## src/rtl/lcd_timing_pkg.sv

```systemverilog
// Shared types, default 800x480 timing and configuration legality check
// for the LCD timing generator.
package lcd_timing_pkg;

    typedef enum logic [0:0] {
        IDLE = 1'b0,
        RUN  = 1'b1
    } lcd_state_e;

    localparam int DEF_H_SYNC  = 1;
    localparam int DEF_H_BACK  = 46;
    localparam int DEF_H_VALID = 800;
    localparam int DEF_H_FRONT = 210;
    localparam int DEF_V_SYNC  = 1;
    localparam int DEF_V_BACK  = 23;
    localparam int DEF_V_VALID = 480;
    localparam int DEF_V_FRONT = 22;
    localparam int DEF_RD_LAT  = 2;
    localparam int DEF_CNT_W   = 11;

    // The look-ahead must stay inside the line and both totals must fit the counters.
    function automatic bit lcd_cfg_ok(
        input int h_sync, input int h_back, input int h_valid, input int h_front,
        input int v_sync, input int v_back, input int v_valid, input int v_front,
        input int rd_lat, input int cnt_w
    );
        longint h_total;
        longint v_total;
        longint limit;
        h_total = longint'(h_sync) + h_back + h_valid + h_front;
        v_total = longint'(v_sync) + v_back + v_valid + v_front;
        limit   = longint'(1) << cnt_w;
        return (rd_lat >= 0) && (rd_lat <= h_sync + h_back) &&
               (h_total > 0) && (v_total > 0) &&
               (h_total <= limit) && (v_total <= limit);
    endfunction

endpackage

```

## src/rtl/lcd_timing_if.sv

```systemverilog
// Timing generator bus: run control in, sync/enable/position/request out.
// All signals are sampled on the rising edge of lcd_clk; there is no handshake back-pressure.
interface lcd_timing_if
    import lcd_timing_pkg::*;
#(
    parameter int CNT_W = DEF_CNT_W
);
    logic             lcd_en;
    logic             busy;
    logic             lcd_hs;
    logic             lcd_vs;
    logic             lcd_de;
    logic [CNT_W-1:0] pixel_xpos;
    logic [CNT_W-1:0] pixel_ypos;
    logic             data_req;
    logic [CNT_W-1:0] req_xpos;
    logic [CNT_W-1:0] req_ypos;
    logic             frame_start;
    logic             line_start;
    lcd_state_e       dbg_state;

    modport master (
        input  lcd_en,
        output busy, lcd_hs, lcd_vs, lcd_de, pixel_xpos, pixel_ypos,
        output data_req, req_xpos, req_ypos, frame_start, line_start, dbg_state
    );

    modport slave (
        output lcd_en,
        input  busy, lcd_hs, lcd_vs, lcd_de, pixel_xpos, pixel_ypos,
        input  data_req, req_xpos, req_ypos, frame_start, line_start, dbg_state
    );

endinterface

```

## src/rtl/lcd_axis_timing.sv

```systemverilog
// One display axis: SYNC/BACK/VALID/FRONT counter with wrap, sync/active
// flags and active-area position, all decoded combinationally from the count.
module lcd_axis_timing
    import lcd_timing_pkg::*;
#(
    parameter int SYNC  = DEF_H_SYNC,
    parameter int BACK  = DEF_H_BACK,
    parameter int VALID = DEF_H_VALID,
    parameter int FRONT = DEF_H_FRONT,
    parameter int CNT_W = DEF_CNT_W
) (
    input  logic             clk,
    input  logic             rst_n,
    input  logic             clr,
    input  logic             inc,
    output logic [CNT_W-1:0] cnt,
    output logic             last,
    output logic             sync,
    output logic             active,
    output logic [CNT_W-1:0] pos
);
    localparam int TOTAL = SYNC + BACK + VALID + FRONT;
    localparam int ACT_LO = SYNC + BACK;
    localparam int ACT_HI = SYNC + BACK + VALID;

    logic [CNT_W:0] cnt_x;

    always_ff @(posedge clk or negedge rst_n) begin
        if (!rst_n) begin
            cnt <= '0;
        end else if (clr) begin
            cnt <= '0;
        end else if (inc) begin
            cnt <= last ? '0 : cnt + 1'b1;
        end
    end

    // Compare one bit wider so an active area ending exactly at 2^CNT_W still works.
    assign cnt_x  = {1'b0, cnt};
    assign last   = (cnt == CNT_W'(TOTAL - 1));
    assign sync   = (cnt_x < (CNT_W+1)'(SYNC));
    assign active = (cnt_x >= (CNT_W+1)'(ACT_LO)) && (cnt_x < (CNT_W+1)'(ACT_HI));
    assign pos    = cnt - CNT_W'(ACT_LO);

endmodule

```

## src/rtl/lcd_timing_gen.sv

```systemverilog
// LCD/RGB frame timing generator: run/stop FSM, H/V axis counters,
// registered sync/DE/position decode and an RD_LAT-cycle look-ahead pixel request.
module lcd_timing_gen
    import lcd_timing_pkg::*;
#(
    parameter int H_SYNC  = DEF_H_SYNC,
    parameter int H_BACK  = DEF_H_BACK,
    parameter int H_VALID = DEF_H_VALID,
    parameter int H_FRONT = DEF_H_FRONT,
    parameter int V_SYNC  = DEF_V_SYNC,
    parameter int V_BACK  = DEF_V_BACK,
    parameter int V_VALID = DEF_V_VALID,
    parameter int V_FRONT = DEF_V_FRONT,
    parameter bit HS_POL  = 1'b0,
    parameter bit VS_POL  = 1'b0,
    parameter int RD_LAT  = DEF_RD_LAT,
    parameter int CNT_W   = DEF_CNT_W
) (
    input  logic         lcd_clk,
    input  logic         sys_rst_n,
    lcd_timing_if.master bus
);
    localparam int HA = H_SYNC + H_BACK;
    localparam int HA_END = H_SYNC + H_BACK + H_VALID;
    localparam bit CFG_OK = lcd_cfg_ok(H_SYNC, H_BACK, H_VALID, H_FRONT,
                                       V_SYNC, V_BACK, V_VALID, V_FRONT, RD_LAT, CNT_W);

    localparam logic [0:0] ST_IDLE = IDLE;
    localparam logic [0:0] ST_RUN  = RUN;

    if (!CFG_OK) begin : g_bad_cfg
        $error("lcd_timing_gen: illegal RD_LAT or totals exceed counter width");
    end

    logic [0:0]       state_q;
    logic [0:0]       state_d;
    logic             run;
    logic [CNT_W-1:0] h_cnt, v_cnt, h_pos, v_pos;
    logic             h_last, v_last, h_sync, v_sync, h_act, v_act;
    logic [CNT_W:0]   h_ahead;
    logic             req_hit;

    logic             hs_q, vs_q, de_q, req_q, fs_q, ls_q;
    logic [CNT_W-1:0] px_q, py_q, rx_q, ry_q;

    assign run = (state_q == ST_RUN);

    // lcd_en only matters in IDLE and at the final count of a frame.
    always_comb begin
        state_d = state_q;
        case (state_q)
            ST_IDLE: if (bus.lcd_en) state_d = ST_RUN;
            ST_RUN:  if (h_last && v_last && !bus.lcd_en) state_d = ST_IDLE;
        endcase
    end

    always_ff @(posedge lcd_clk or negedge sys_rst_n) begin
        if (!sys_rst_n) state_q <= ST_IDLE;
        else            state_q <= state_d;
    end

    lcd_axis_timing #(
        .SYNC(H_SYNC), .BACK(H_BACK), .VALID(H_VALID), .FRONT(H_FRONT), .CNT_W(CNT_W)
    ) u_h_axis (
        .clk(lcd_clk), .rst_n(sys_rst_n), .clr(!run), .inc(run),
        .cnt(h_cnt), .last(h_last), .sync(h_sync), .active(h_act), .pos(h_pos)
    );

    lcd_axis_timing #(
        .SYNC(V_SYNC), .BACK(V_BACK), .VALID(V_VALID), .FRONT(V_FRONT), .CNT_W(CNT_W)
    ) u_v_axis (
        .clk(lcd_clk), .rst_n(sys_rst_n), .clr(!run), .inc(run && h_last),
        .cnt(v_cnt), .last(v_last), .sync(v_sync), .active(v_act), .pos(v_pos)
    );

    assign h_ahead = {1'b0, h_cnt} + (CNT_W+1)'(RD_LAT);
    assign req_hit = (h_ahead >= (CNT_W+1)'(HA)) && (h_ahead < (CNT_W+1)'(HA_END)) && v_act;

    always_ff @(posedge lcd_clk or negedge sys_rst_n) begin
        if (!sys_rst_n) begin
            hs_q  <= ~HS_POL;
            vs_q  <= ~VS_POL;
            de_q  <= 1'b0;
            req_q <= 1'b0;
            fs_q  <= 1'b0;
            ls_q  <= 1'b0;
            px_q  <= '0;
            py_q  <= '0;
            rx_q  <= '0;
            ry_q  <= '0;
        end else if (run) begin
            hs_q  <= h_sync ? HS_POL : ~HS_POL;
            vs_q  <= v_sync ? VS_POL : ~VS_POL;
            de_q  <= h_act && v_act;
            req_q <= req_hit;
            fs_q  <= (h_cnt == '0) && (v_cnt == '0);
            ls_q  <= (h_cnt == '0);
            px_q  <= (h_act && v_act) ? h_pos : '0;
            py_q  <= (h_act && v_act) ? v_pos : '0;
            rx_q  <= req_hit ? (h_cnt + CNT_W'(RD_LAT) - CNT_W'(HA)) : '0;
            ry_q  <= req_hit ? v_pos : '0;
        end else begin
            hs_q  <= ~HS_POL;
            vs_q  <= ~VS_POL;
            de_q  <= 1'b0;
            req_q <= 1'b0;
            fs_q  <= 1'b0;
            ls_q  <= 1'b0;
            px_q  <= '0;
            py_q  <= '0;
            rx_q  <= '0;
            ry_q  <= '0;
        end
    end

    assign bus.busy        = run;
    assign bus.lcd_hs      = hs_q;
    assign bus.lcd_vs      = vs_q;
    assign bus.lcd_de      = de_q;
    assign bus.pixel_xpos  = px_q;
    assign bus.pixel_ypos  = py_q;
    assign bus.data_req    = req_q;
    assign bus.req_xpos    = rx_q;
    assign bus.req_ypos    = ry_q;
    assign bus.frame_start = fs_q;
    assign bus.line_start  = ls_q;
    assign bus.dbg_state   = lcd_state_e'(state_q);

endmodule

```

## src/flat_wrapper.sv

```systemverilog
// flat-port wrapper written by rule: the top's interface ports become plain ports
module lcd_timing_gen_flat import lcd_timing_pkg::*;
#(
    parameter int H_SYNC  = DEF_H_SYNC,
    parameter int H_BACK  = DEF_H_BACK,
    parameter int H_VALID = DEF_H_VALID,
    parameter int H_FRONT = DEF_H_FRONT,
    parameter int V_SYNC  = DEF_V_SYNC,
    parameter int V_BACK  = DEF_V_BACK,
    parameter int V_VALID = DEF_V_VALID,
    parameter int V_FRONT = DEF_V_FRONT,
    parameter bit HS_POL  = 1'b0,
    parameter bit VS_POL  = 1'b0,
    parameter int RD_LAT  = DEF_RD_LAT,
    parameter int CNT_W   = DEF_CNT_W
)
  (lcd_clk, sys_rst_n, bus_lcd_en, bus_busy, bus_lcd_hs, bus_lcd_vs, bus_lcd_de, bus_pixel_xpos, bus_pixel_ypos, bus_data_req, bus_req_xpos, bus_req_ypos, bus_frame_start, bus_line_start, bus_dbg_state);
  lcd_timing_if #(.CNT_W(CNT_W)) bus_i ();
  input  logic lcd_clk;
  input  logic sys_rst_n;
  input wire logic [$bits(bus_i.lcd_en)-1:0] bus_lcd_en;
  output wire logic [$bits(bus_i.busy)-1:0] bus_busy;
  output wire logic [$bits(bus_i.lcd_hs)-1:0] bus_lcd_hs;
  output wire logic [$bits(bus_i.lcd_vs)-1:0] bus_lcd_vs;
  output wire logic [$bits(bus_i.lcd_de)-1:0] bus_lcd_de;
  output wire logic [$bits(bus_i.pixel_xpos)-1:0] bus_pixel_xpos;
  output wire logic [$bits(bus_i.pixel_ypos)-1:0] bus_pixel_ypos;
  output wire logic [$bits(bus_i.data_req)-1:0] bus_data_req;
  output wire logic [$bits(bus_i.req_xpos)-1:0] bus_req_xpos;
  output wire logic [$bits(bus_i.req_ypos)-1:0] bus_req_ypos;
  output wire logic [$bits(bus_i.frame_start)-1:0] bus_frame_start;
  output wire logic [$bits(bus_i.line_start)-1:0] bus_line_start;
  output wire logic [$bits(bus_i.dbg_state)-1:0] bus_dbg_state;
  assign bus_i.lcd_en = bus_lcd_en;
  assign bus_busy = bus_i.busy;
  assign bus_lcd_hs = bus_i.lcd_hs;
  assign bus_lcd_vs = bus_i.lcd_vs;
  assign bus_lcd_de = bus_i.lcd_de;
  assign bus_pixel_xpos = bus_i.pixel_xpos;
  assign bus_pixel_ypos = bus_i.pixel_ypos;
  assign bus_data_req = bus_i.data_req;
  assign bus_req_xpos = bus_i.req_xpos;
  assign bus_req_ypos = bus_i.req_ypos;
  assign bus_frame_start = bus_i.frame_start;
  assign bus_line_start = bus_i.line_start;
  assign bus_dbg_state = bus_i.dbg_state;
  lcd_timing_gen #(.H_SYNC(H_SYNC), .H_BACK(H_BACK), .H_VALID(H_VALID), .H_FRONT(H_FRONT), .V_SYNC(V_SYNC), .V_BACK(V_BACK), .V_VALID(V_VALID), .V_FRONT(V_FRONT), .HS_POL(HS_POL), .VS_POL(VS_POL), .RD_LAT(RD_LAT), .CNT_W(CNT_W)) u_core (.lcd_clk(lcd_clk), .sys_rst_n(sys_rst_n), .bus(bus_i));
endmodule
```

## config.mk

```make
export PLATFORM = sky130hd
export DESIGN_NAME = lcd_timing_gen_flat
export DESIGN_NICKNAME = d
export VERILOG_FILES = /design/src/rtl/lcd_timing_pkg.sv /design/src/rtl/lcd_timing_if.sv /design/src/rtl/lcd_axis_timing.sv /design/src/rtl/lcd_timing_gen.sv /design/src/flat_wrapper.sv
export SDC_FILE = /design/constraint.sdc
export NUM_CORES = 1
export LEC_CHECK = 0
export CAP_MARGIN = 40
export CORE_ASPECT_RATIO = 1.4
export CORE_UTILIZATION = 29
export CTS_BUF_LIST = sky130_fd_sc_hd__clkbuf_8
export DETAILED_ROUTE_END_ITERATION = 12
export DONT_BUFFER_PORTS = 1
export MAX_ROUTING_LAYER = met4
export SLEW_MARGIN = 30
export SYNTH_ARGS = -nofsm -noshare
export SYNTH_HDL_FRONTEND = slang
export SYNTH_HIERARCHICAL = 1
export SYNTH_SLANG_ARGS = --single-unit
```

## constraint.sdc

```tcl
create_clock -name lcd_clk -period 5.56 [get_ports lcd_clk]
set_input_delay 1.668 -clock lcd_clk [delete_from_list [all_inputs] [get_ports lcd_clk]]
set_output_delay 1.668 -clock lcd_clk [all_outputs]
set_load 0.03 [all_outputs]
```

==> impl_metrics.ini, run 1 <==
[final_layout]
n_fill_cell = 1427
fin_util = 0.3110
mostFrequentLayoutCells = dfrtp_1 (71), nand2_1 (29), and2_1 (23), xor2_1 (21), nor2_1 (19)
final_common_cell = dfrtp_1
drive_gt1_frac = 0.1384
antenna_cells = 0
final_cell_area_um2 = 4307
final_nets = 393
syn_to_final_growth_pct = 5.260

[floorplanning]
core_area_um2 = 13850
dieArea_um2 = 14590
die_width_um = 102.4
fp.dieH_um = 142.5
io_pins = 55
rows = 51
start_util = 0.2955

[routing]
drt_iter0_drc = 144
drt_pass1_iterations = 4
viasPerCell = 5.136
wl_um = 9055
route.detailed.drc = 0
via_count = 2917
wl_per_cell_um = 15.94
ant_nets = 0

[global_route]
overflow = 0
grt_pass1_vias = 2829
grt_max_degree = 74
antenna_found_initial = 0
groute.usage.overall = 0.1345
grt_pass1_wl_um = 14540

[placement]
dp_slack_ns = 2.586
io_buffers = 0
hpwlAfterDp_um = 6136
postPlaceCellArea_um2 = 4080
gp_congestion = 0.8119

[synth]
synth_top_family_by_area = simple AND/OR/NAND/NOR gates
synth_area_um2 = 4091
synth-compound-area-share = 0.1113
seq_area_frac_synth = 0.4471
synthAdderAreaFrac = 0.03670
synthArstFlopShare = 1.000
synth_cells = 398
ys_ff_latch = 73
synth_warnings = 6
synth_nets = 413
yosys_most_used_dff = dfrtp_1
ys_types = 66
synth.area.mux_share = 0.002446
yosys.area_share.simple = 0.2612
synth-edff-count = 0
synthXorXnorAreaFrac = 0.06636
avgSynthCellArea_um2 = 10.28

[power_and_ir_drop]
internal_power_uw = 991.0
irDropWorstVdd_mv = 0.1533
p_sw_uw = 582.3
clkPwrFrac = 0.278
seqPwrFrac = 0.430
power_density_nw_per_um2 = 365.3
combPwrFrac = 0.292
sw_frac_of_total = 0.3701
p_leak_uw = 0.001947

[clocking]
clkLatencyLatePin_ns = 0.36
clock_sinks = 73
max-clock-path-buffers = 2
cts_hold_buf = 0
htree_levels = 3
tritoncts = yes
clk_pin_slew_ns = 0.08
cts_resized = 0
post_cts_buffers = 0
root_buffer = clkbuf_8
cts_made_buffers = 9

[critical_path]
r2r-end = u_core/u_v_axis/cnt[10]$_DFFE_PN0P_
cp.depth = 7
path_max_fanout = 22
r2r-start = u_core/u_h_axis/cnt[6]$_DFFE_PN0P_
worstSetupPathType = register to register
cp_data_required_time_ns = 5.85
crit_slowest_cell = or4_4
cp.arrival_ns = 3.27
path_buf_inv = 1
crit_path_end = u_core/u_v_axis/cnt[10]$_DFFE_PN0P_
ff2ff_path_depth = 7
worst-r2r-setup-slack_ns = 2.57
cp-start-kind = register
startpoint = u_core/u_h_axis/cnt[6]$_DFFE_PN0P_
slowest_delay_ns = 0.65
crit_path_end_kind = register
worstPathCellList = or4_4 > or3_4 > inv_1 > and2_1 > or3b_2 > o41ai_1 > o21bai_1
cp_top_family = simple AND/OR/NAND/NOR gates

[timing]
max-slew-margin-rel = 0.4726
finalMaxSlewViolations = 0
finalHoldViolCount = 0
setup_tns_ns = 0
skew_ns = 0.01073
setup_ws_ns = 2.575
worst_pin_slew_ns = 0.7911
hold_slack_ns = 0.6559
finalSetupViolCount = 0
rsz0062_at_grt = false
min_period_ns = 2.985
max_freq_mhz = 335.0
period_share = 0.5369

[flow_run]
maxCapViolations = 0

[hold_path]
min_path_type = register to register

[run_status]
outcome = finished, final reports clean
## worst min-delay path, stage by stage, from the launching register on
cell and delay [ns]:
dfrtp_1 0.46, o31ai_1 0.10, a21oi_1 0.06
## state kept, by name (all words and copies together) (netlist names)
signal,count
u_core/u_v_axis/cnt,11
u_core/bus.req_ypos,11
u_core/u_h_axis/cnt,11
u_core/bus.busy,1
u_core/bus.lcd_vs,1
u_core/bus.pixel_ypos,11
u_core/bus.pixel_xpos,11
u_core/bus.lcd_hs,1
u_core/bus.req_xpos,11
u_core/bus.data_req,1
u_core/bus.lcd_de,1
u_core/bus.frame_start,1
u_core/bus.line_start,1
## cell families after synthesis
| group | Yosys count |
|---|---|
| simple gates | 177 |
| buf+inv | 48 |
| compound gates | 56 |
| fa+ha+maj | 12 |
| flops | 73 |
| xor+xnor | 31 |
| mux | 1 |
## per-stage QoR
step	instances	power [µW]
after global routing	568	1666
after global placement	551	1119
after detailed placement	551	1124
after floorplan	398	1062
final	568	1573
after CTS	567	1569
## power by group through the flow
stage / Sequential [µW] / Clock [µW] / Combinational (µW)
2_1_floorplan: 616 / 0 / 447
3_3_place_gp: 699 / 0 / 420
3_5_place_dp: 703 / 0 / 421
4_1_cts: 691 / 451 / 427
5_1_grt: 688 / 477 / 501
6_report: 677 / 437 / 459
## how the worst min path moves through the flow
stage | startpoint | to | cells after the start
finish | u_core/u_v_axis/cnt[8]$_DFFE_PN0P_ | u_core/u_v_axis/cnt[8]$_DFFE_PN0P_ | 2
global route | u_core/u_v_axis/cnt[8]$_DFFE_PN0P_ | u_core/u_v_axis/cnt[8]$_DFFE_PN0P_ | 2
CTS | u_core/u_v_axis/cnt[8]$_DFFE_PN0P_ | u_core/u_v_axis/cnt[8]$_DFFE_PN0P_ | 2
detailed placement | u_core/u_v_axis/cnt[8]$_DFFE_PN0P_ | u_core/u_v_axis/cnt[8]$_DFFE_PN0P_ | 2
global placement | u_core/u_v_axis/cnt[8]$_DFFE_PN0P_ | u_core/u_v_axis/cnt[8]$_DFFE_PN0P_ | 2
floorplan | u_core/u_v_axis/cnt[1]$_DFFE_PN0P_ | u_core/u_v_axis/cnt[1]$_DFFE_PN0P_ | 2
## cell usage after synthesis, drive strengths merged (2+ instances only)
master,number,area [µm²]
nor2b,5,31.28
dfrtp,71,1777
o21ai,13,68.81
inv,15,56.30
and4,4,36.29
nand2,29,108.9
ha,12,150.1
a21o,5,38.79
buf,26,224.0
and3,18,117.6
and2,25,161.4
nor3,20,145.1
nand2b,2,12.51
clkbuf,7,26.28
o21a,2,15.01
o41ai,2,36.29
a21oi,8,40.04
o211ai,2,15.01
or3,6,42.54
nor4,6,37.54
a32o,4,41.29
a311oi,2,17.52
a31oi,3,18.77
nand4,9,71.32
or4,6,52.55
xnor2,10,87.58
dfstp,2,52.55
xor2,21,183.9
nor4b,2,17.52
a211o,2,17.52
nor2,23,96.34
nand3,15,75.07
o31ai,5,42.54
or3b,2,17.52
## layout make-up
cell class	instances	area, µm²	area share
Tap cell	185	231.5	0.05375
Multi-Input combinational cell	277	1956	0.4541
Clock buffer	10	137.6	0.03196
Clock inverter	6	73.82	0.01714
Timing Repair Buffer	2	22.52	0.005230
Inverter	15	56.30	0.01307
Sequential cell	73	1829	0.4248
## metal layers
metal  global-route usage  vias up  part of all wire
li1                     -     1347                 -
met4              0.06842        0             0.027
met1               0.1584     1437              0.42
met3              0.04322       17             0.076
met2               0.2038      116              0.48
met5                    -        -                 0
(Power assumes the default switching activity.)
==> run 2: changes to the inputs <==
==> constraint.sdc (replaced) <==
create_clock -name lcd_clk -period 3.1 [get_ports lcd_clk]
set_input_delay 0.93 -clock lcd_clk [delete_from_list [all_inputs] [get_ports lcd_clk]]
set_output_delay 0.93 -clock lcd_clk [all_outputs]
set_load 0.03 [all_outputs]
==> run 2 against run 1 <==
Compared with the run above: worst setup slack lost 2.1 ns; clock power grew 82%; register-to-register slack lost 2.1 ns; count of clock-buffer cells in the layout decreased by 1; die area stayed put; via count shrank 0.27%; clock skew grew 0.0040 ns; highest routed layer unchanged.
==> impl_metrics.ini, run 2 (same netlist as run 1, synthesis figures left out) <==
[run_status]
outcome = finished, final reports clean

[timing]
finalHoldViolCount = 0
finalSetupViolCount = 0
skew_ns = 0.01478
max_freq_mhz = 376.7
max-slew-margin-rel = 0.6496
period_share = 0.8562
setup_ws_ns = 0.4456
rsz0062_at_grt = false
worst_pin_slew_ns = 0.5251
min_period_ns = 2.654
setup_tns_ns = 0
finalMaxSlewViolations = 0
hold_slack_ns = 0.2571

[clocking]
cts_resized = 0
htree_levels = 3
root_buffer = clkbuf_8
post_cts_buffers = 0
clk_pin_slew_ns = 0.09
cts_hold_buf = 0
clkLatencyLatePin_ns = 0.36
cts_made_buffers = 9
tritoncts = yes
max-clock-path-buffers = 2
clock_sinks = 73

[critical_path]
slowest_delay_ns = 0.57
cp.arrival_ns = 2.95
crit_path_end_kind = register
worstSetupPathType = register to register
cp_data_required_time_ns = 3.39
crit_slowest_cell = or4_4
cp-start-kind = register
path_buf_inv = 1
path_max_fanout = 7
cp_top_family = simple AND/OR/NAND/NOR gates
worstPathCellList = or4_4 > or3_4 > inv_1 > and2_1 > o2111ai_1 > or4_1 > a21oi_1

[global_route]
grt_max_degree = 74
grt_pass1_wl_um = 14730
antenna_found_initial = 0
overflow = 0
groute.usage.overall = 0.1340
grt_pass1_vias = 2879

[placement]
dp_slack_ns = 0.4900
io_buffers = 0
gp_congestion = 0.8509
hpwlAfterDp_um = 6163

[flow_run]
maxCapViolations = 0

[routing]
ant_nets = 0
viasPerCell = 5.033
route.detailed.drc = 0
drt_pass1_iterations = 4
wl_um = 9013
wl_per_cell_um = 15.59
drt_iter0_drc = 126
via_count = 2909

[final_layout]
ff_latch_area_um2 = 1829
final_nets = 403
drive_gt1_frac = 0.1603
multi_input_area_um2 = 1956
antenna_cells = 0
n_fill_cell = 1415
syn_to_final_growth_pct = 6.850
mostFrequentLayoutCells = dfrtp_1 (71), nand2_1 (29), and2_1 (23), xor2_1 (21), nor2_1 (19)
final_common_cell = dfrtp_1

[hold_path]
min_path_type = input pin to asynchronous set/reset pin

[power_and_ir_drop]
power_density_nw_per_um2 = 645.7
irDropWorstVdd_mv = 0.2603
p_leak_uw = 0.002003

[floorplanning]
rows = 51
dieArea_um2 = 14590
fp.dieH_um = 142.5
io_pins = 55
die_width_um = 102.4
core_area_um2 = 13850
start_util = 0.2955
## run 2: changes by cell type in the layout (fill, tap and decap cells not counted)
cell | before | now
buf_4 | 1 | 12
clkinvlp_4 | 2 | 0
clkinv_4 | 1 | 3
inv_6 | 1 | 2
buf_8 | 1 | 0
clkbuf_8 | 10 | 9
## run 2: area by class of cell
cell class | instances | area share
multi-input combinational | 277 | 0.4473
tap | 185 | 0.05295
clock inverter | 7 | 0.01946
timing repair buffer | 12 | 0.02061
sequential | 73 | 0.4184
clock buffer | 9 | 0.02833
inverter | 15 | 0.01288
## run 2: routing by layer
| metal | GRT usage | vias to the layer above | wire (µm) |
|---|---|---|---|
| met5 | - | - | 0 |
| met4 | 0.05940 | 0 | 151 |
| met3 | 0.03438 | 14 | 609 |
| met2 | 0.2123 | 82 | 4508 |
| met1 | 0.1589 | 1450 | 3744 |
| li1 | - | 1363 | - |
## run 2: worst paths after layout
| path | start | end | slack [ns] | cells past startpoint |
|---|---|---|---|---|
| min | sys_rst_n | u_core/bus.pixel_xpos[7]$_DFF_PN0_ | 0.26 | 0 |
| max in group asynchronous | sys_rst_n | u_core/bus.lcd_vs$_DFF_PN1_ | 2.65 | 0 |
| min reg2reg | u_core/u_v_axis/cnt[8]$_DFFE_PN0P_ | u_core/u_v_axis/cnt[8]$_DFFE_PN0P_ | 0.64 | 2 |
| min in group lcd_clk | u_core/u_v_axis/cnt[8]$_DFFE_PN0P_ | u_core/u_v_axis/cnt[8]$_DFFE_PN0P_ | 0.64 | 2 |
| max | u_core/u_h_axis/cnt[7]$_DFFE_PN0P_ | u_core/u_v_axis/cnt[9]$_DFFE_PN0P_ | 0.45 | 7 |
| max reg2reg | u_core/u_h_axis/cnt[7]$_DFFE_PN0P_ | u_core/u_v_axis/cnt[9]$_DFFE_PN0P_ | 0.45 | 7 |
## run 2: worst register-to-register path, delay by kind of cell (launching register included)
family / cells / cell delay [ns]
compound gates: 2 / 0.40
simple gates: 4 / 1.71
flops: 1 / 0.39
buf+inv: 1 / 0.08
## run 2: metrics by stage
step	util	instances	power [µW]	area, µm²
after floorplan	-	398	1905	4091
after global placement	0.3006	562	2026	4163
after detailed placement	0.3006	562	2040	4163
after CTS	0.3157	578	2840	4372
after global routing	0.3157	578	2990	4372
final	0.3157	578	2823	4372
## run 2: where the power goes
group,switching [µW],total [µW],internal [µW]
Clock,407,794,387
Combinational,523,923,400
Sequential,107,1110,999
Total,1040,2820,1790
==> run 3: changes to the inputs <==
--- a/config.mk
+++ b/config.mk
@@ -10,8 +10,8 @@
 export CORE_UTILIZATION = 29
 export CTS_BUF_LIST = sky130_fd_sc_hd__clkbuf_8
 export DETAILED_ROUTE_END_ITERATION = 12
-export DONT_BUFFER_PORTS = 1
 export MAX_ROUTING_LAYER = met4
+export PLACE_DENSITY_LB_ADDON = 0.1
 export SLEW_MARGIN = 30
 export SYNTH_ARGS = -nofsm -noshare
 export SYNTH_HDL_FRONTEND = slang
==> run 3 against run 2 <==
Compared with the run above: non-clock buffer count up 59; count of clock-buffer cells in the layout unchanged; clock power fell by 17%; first-iteration DRC count down 10%; clock skew fell by 0.0026 ns; die area unchanged; sequential cell count unchanged; critical path type unchanged; combinational power grew 12%; largest power group unchanged.
==> impl_metrics.ini, run 3 (same netlist as run 1, synthesis figures left out) <==
[run_status]
outcome = finished, final reports clean

[clocking]
clock_sinks = 73
post_cts_buffers = 0
clkLatencyLatePin_ns = 0.35
clk_pin_slew_ns = 0.08
htree_levels = 3
max-clock-path-buffers = 2
tritoncts = yes
root_buffer = clkbuf_8
cts_made_buffers = 9
cts_hold_buf = 0
cts_resized = 0

[timing]
setup_tns_ns = 0
finalMaxSlewViolations = 0
finalSetupViolCount = 0
max_freq_mhz = 373.2
max-slew-margin-rel = 0.6200
worst_pin_slew_ns = 0.5701
skew_ns = 0.01220
rsz0062_at_grt = false
min_period_ns = 2.679
period_share = 0.8643
finalHoldViolCount = 0

[final_layout]
drive_gt1_frac = 0.1504
syn_to_final_growth_pct = 20.46
multi_input_area_um2 = 1956
mostFrequentLayoutCells = dfrtp_1 (71), clkdlybuf4s50_1 (53), nand2_1 (29), and2_1 (23), xor2_1 (21)
final_common_cell = dfrtp_1
ff_latch_area_um2 = 1829
n_fill_cell = 1435
final_nets = 462
fin_cells = 637
antenna_cells = 0

[floorplanning]
io_pins = 55
die_width_um = 102.4
core_area_um2 = 13850
dieArea_um2 = 14590
start_util = 0.2955
rows = 51
fp.dieH_um = 142.5

[routing]
drt_iter0_drc = 113
wl_um = 9826
wl_per_cell_um = 15.43
route.detailed.drc = 0
drt_pass1_iterations = 4
ant_nets = 0
viasPerCell = 4.854
via_count = 3092

[critical_path]
worstPathCellList = or4_4 > or3_4 > inv_1 > and2_1 > o2111ai_1 > or4_1 > a21oi_1
path_max_fanout = 7
crit_path_end_kind = register
slowest_delay_ns = 0.57
cp.depth = 7
worst-r2r-setup-slack_ns = 0.42
crit_slowest_cell = or4_4
cp-start-kind = register
cp.arrival_ns = 2.95
r2r-end = u_core/u_v_axis/cnt[9]$_DFFE_PN0P_
cp_top_family = simple AND/OR/NAND/NOR gates
worstSetupPathType = register to register
ff2ff_path_depth = 7
r2r-start = u_core/u_h_axis/cnt[7]$_DFFE_PN0P_
path_buf_inv = 1
cp_data_required_time_ns = 3.37

[global_route]
grt_max_degree = 49
groute.usage.overall = 0.1525
overflow = 0
grt_pass1_vias = 3187
grt_pass1_wl_um = 16510
antenna_found_initial = 0

[placement]
gp_congestion = 0.7930
placed_cells = 621
hpwlAfterDp_um = 6876
io_buffers = 54

[power_and_ir_drop]
irDropWorstVdd_mv = 0.2273
power_density_nw_per_um2 = 559.8
total_power_uw = 2759
p_leak_uw = 0.002203

[hold_path]
min_path_type = input pin to asynchronous set/reset pin

[flow_run]
maxCapViolations = 0
==> run 3: cell count changes in the layout (fill, tap and decap cells not counted), moves of 2 or more <==
cell and delta:
buf_4 +5, clkdlybuf4s50_1 +53, clkinv_2 +2, clkinv_4 -2, clkinvlp_4 +2
==> run 3: layout make-up <==
type,count,share of cell area
clock buffers,9,0.02513
well taps,185,0.04697
flip-flops and latches,73,0.3712
repair buffers,71,0.1391
multi-input cells,277,0.3968
clock inverters,7,0.009393
inverters,15,0.01142
==> run 3: worst max-delay path by stage <==
| stage | startpoint | to |
|---|---|---|
| finish | u_core/u_h_axis/cnt[7]$_DFFE_PN0P_ | u_core/u_v_axis/cnt[9]$_DFFE_PN0P_ |
| floorplan | u_core/u_h_axis/cnt[6]$_DFFE_PN0P_ | u_core/u_v_axis/cnt[10]$_DFFE_PN0P_ |
| global route | u_core/u_h_axis/cnt[7]$_DFFE_PN0P_ | u_core/u_v_axis/cnt[9]$_DFFE_PN0P_ |
| detailed placement | u_core/u_h_axis/cnt[7]$_DFFE_PN0P_ | u_core/u_v_axis/cnt[9]$_DFFE_PN0P_ |
| CTS | u_core/u_h_axis/cnt[7]$_DFFE_PN0P_ | u_core/u_v_axis/cnt[9]$_DFFE_PN0P_ |
| global placement | u_core/u_h_axis/cnt[7]$_DFFE_PN0P_ | u_core/u_v_axis/cnt[2]$_DFFE_PN0P_ |
==> run 3: stage by stage <==
| stage | cell area (µm²) | hold WS [ns] | setup WS [ns] | util |
|---|---|---|---|---|
| after floorplan | 4091 | 0.5659 | 0.4920 | - |
| after global placement | 4731 | 0.5435 | 0.5283 | 0.3416 |
| after detailed placement | 4758 | 0.5461 | 0.4629 | 0.3436 |
| after CTS | 4928 | 0.4869 | 0.4418 | 0.3559 |
| after global routing | 4928 | 0.4970 | 0.2442 | 0.3559 |
| final | 4928 | 0.4854 | 0.4206 | 0.3559 |
==> run 3: per-layer routing <==
layer  up-vias  wire length [µm]  global-route usage
met3        11               489             0.02996
li1       1485                 -                   -
met4         0               159             0.05639
met1      1503              4403              0.1913
met5         -                 0                   -
met2        93              4774              0.2416
==> run 3: power breakdown <==
part | leakage [µW] | internal, µW | switching, µW | total, µW
clock network | 0.0000868 | 288 | 371 | 659
registers | 0.000996 | 999 | 69.6 | 1070
logic | 0.00112 | 427 | 604 | 1030
total | 0.00220 | 1710 | 1040 | 2760
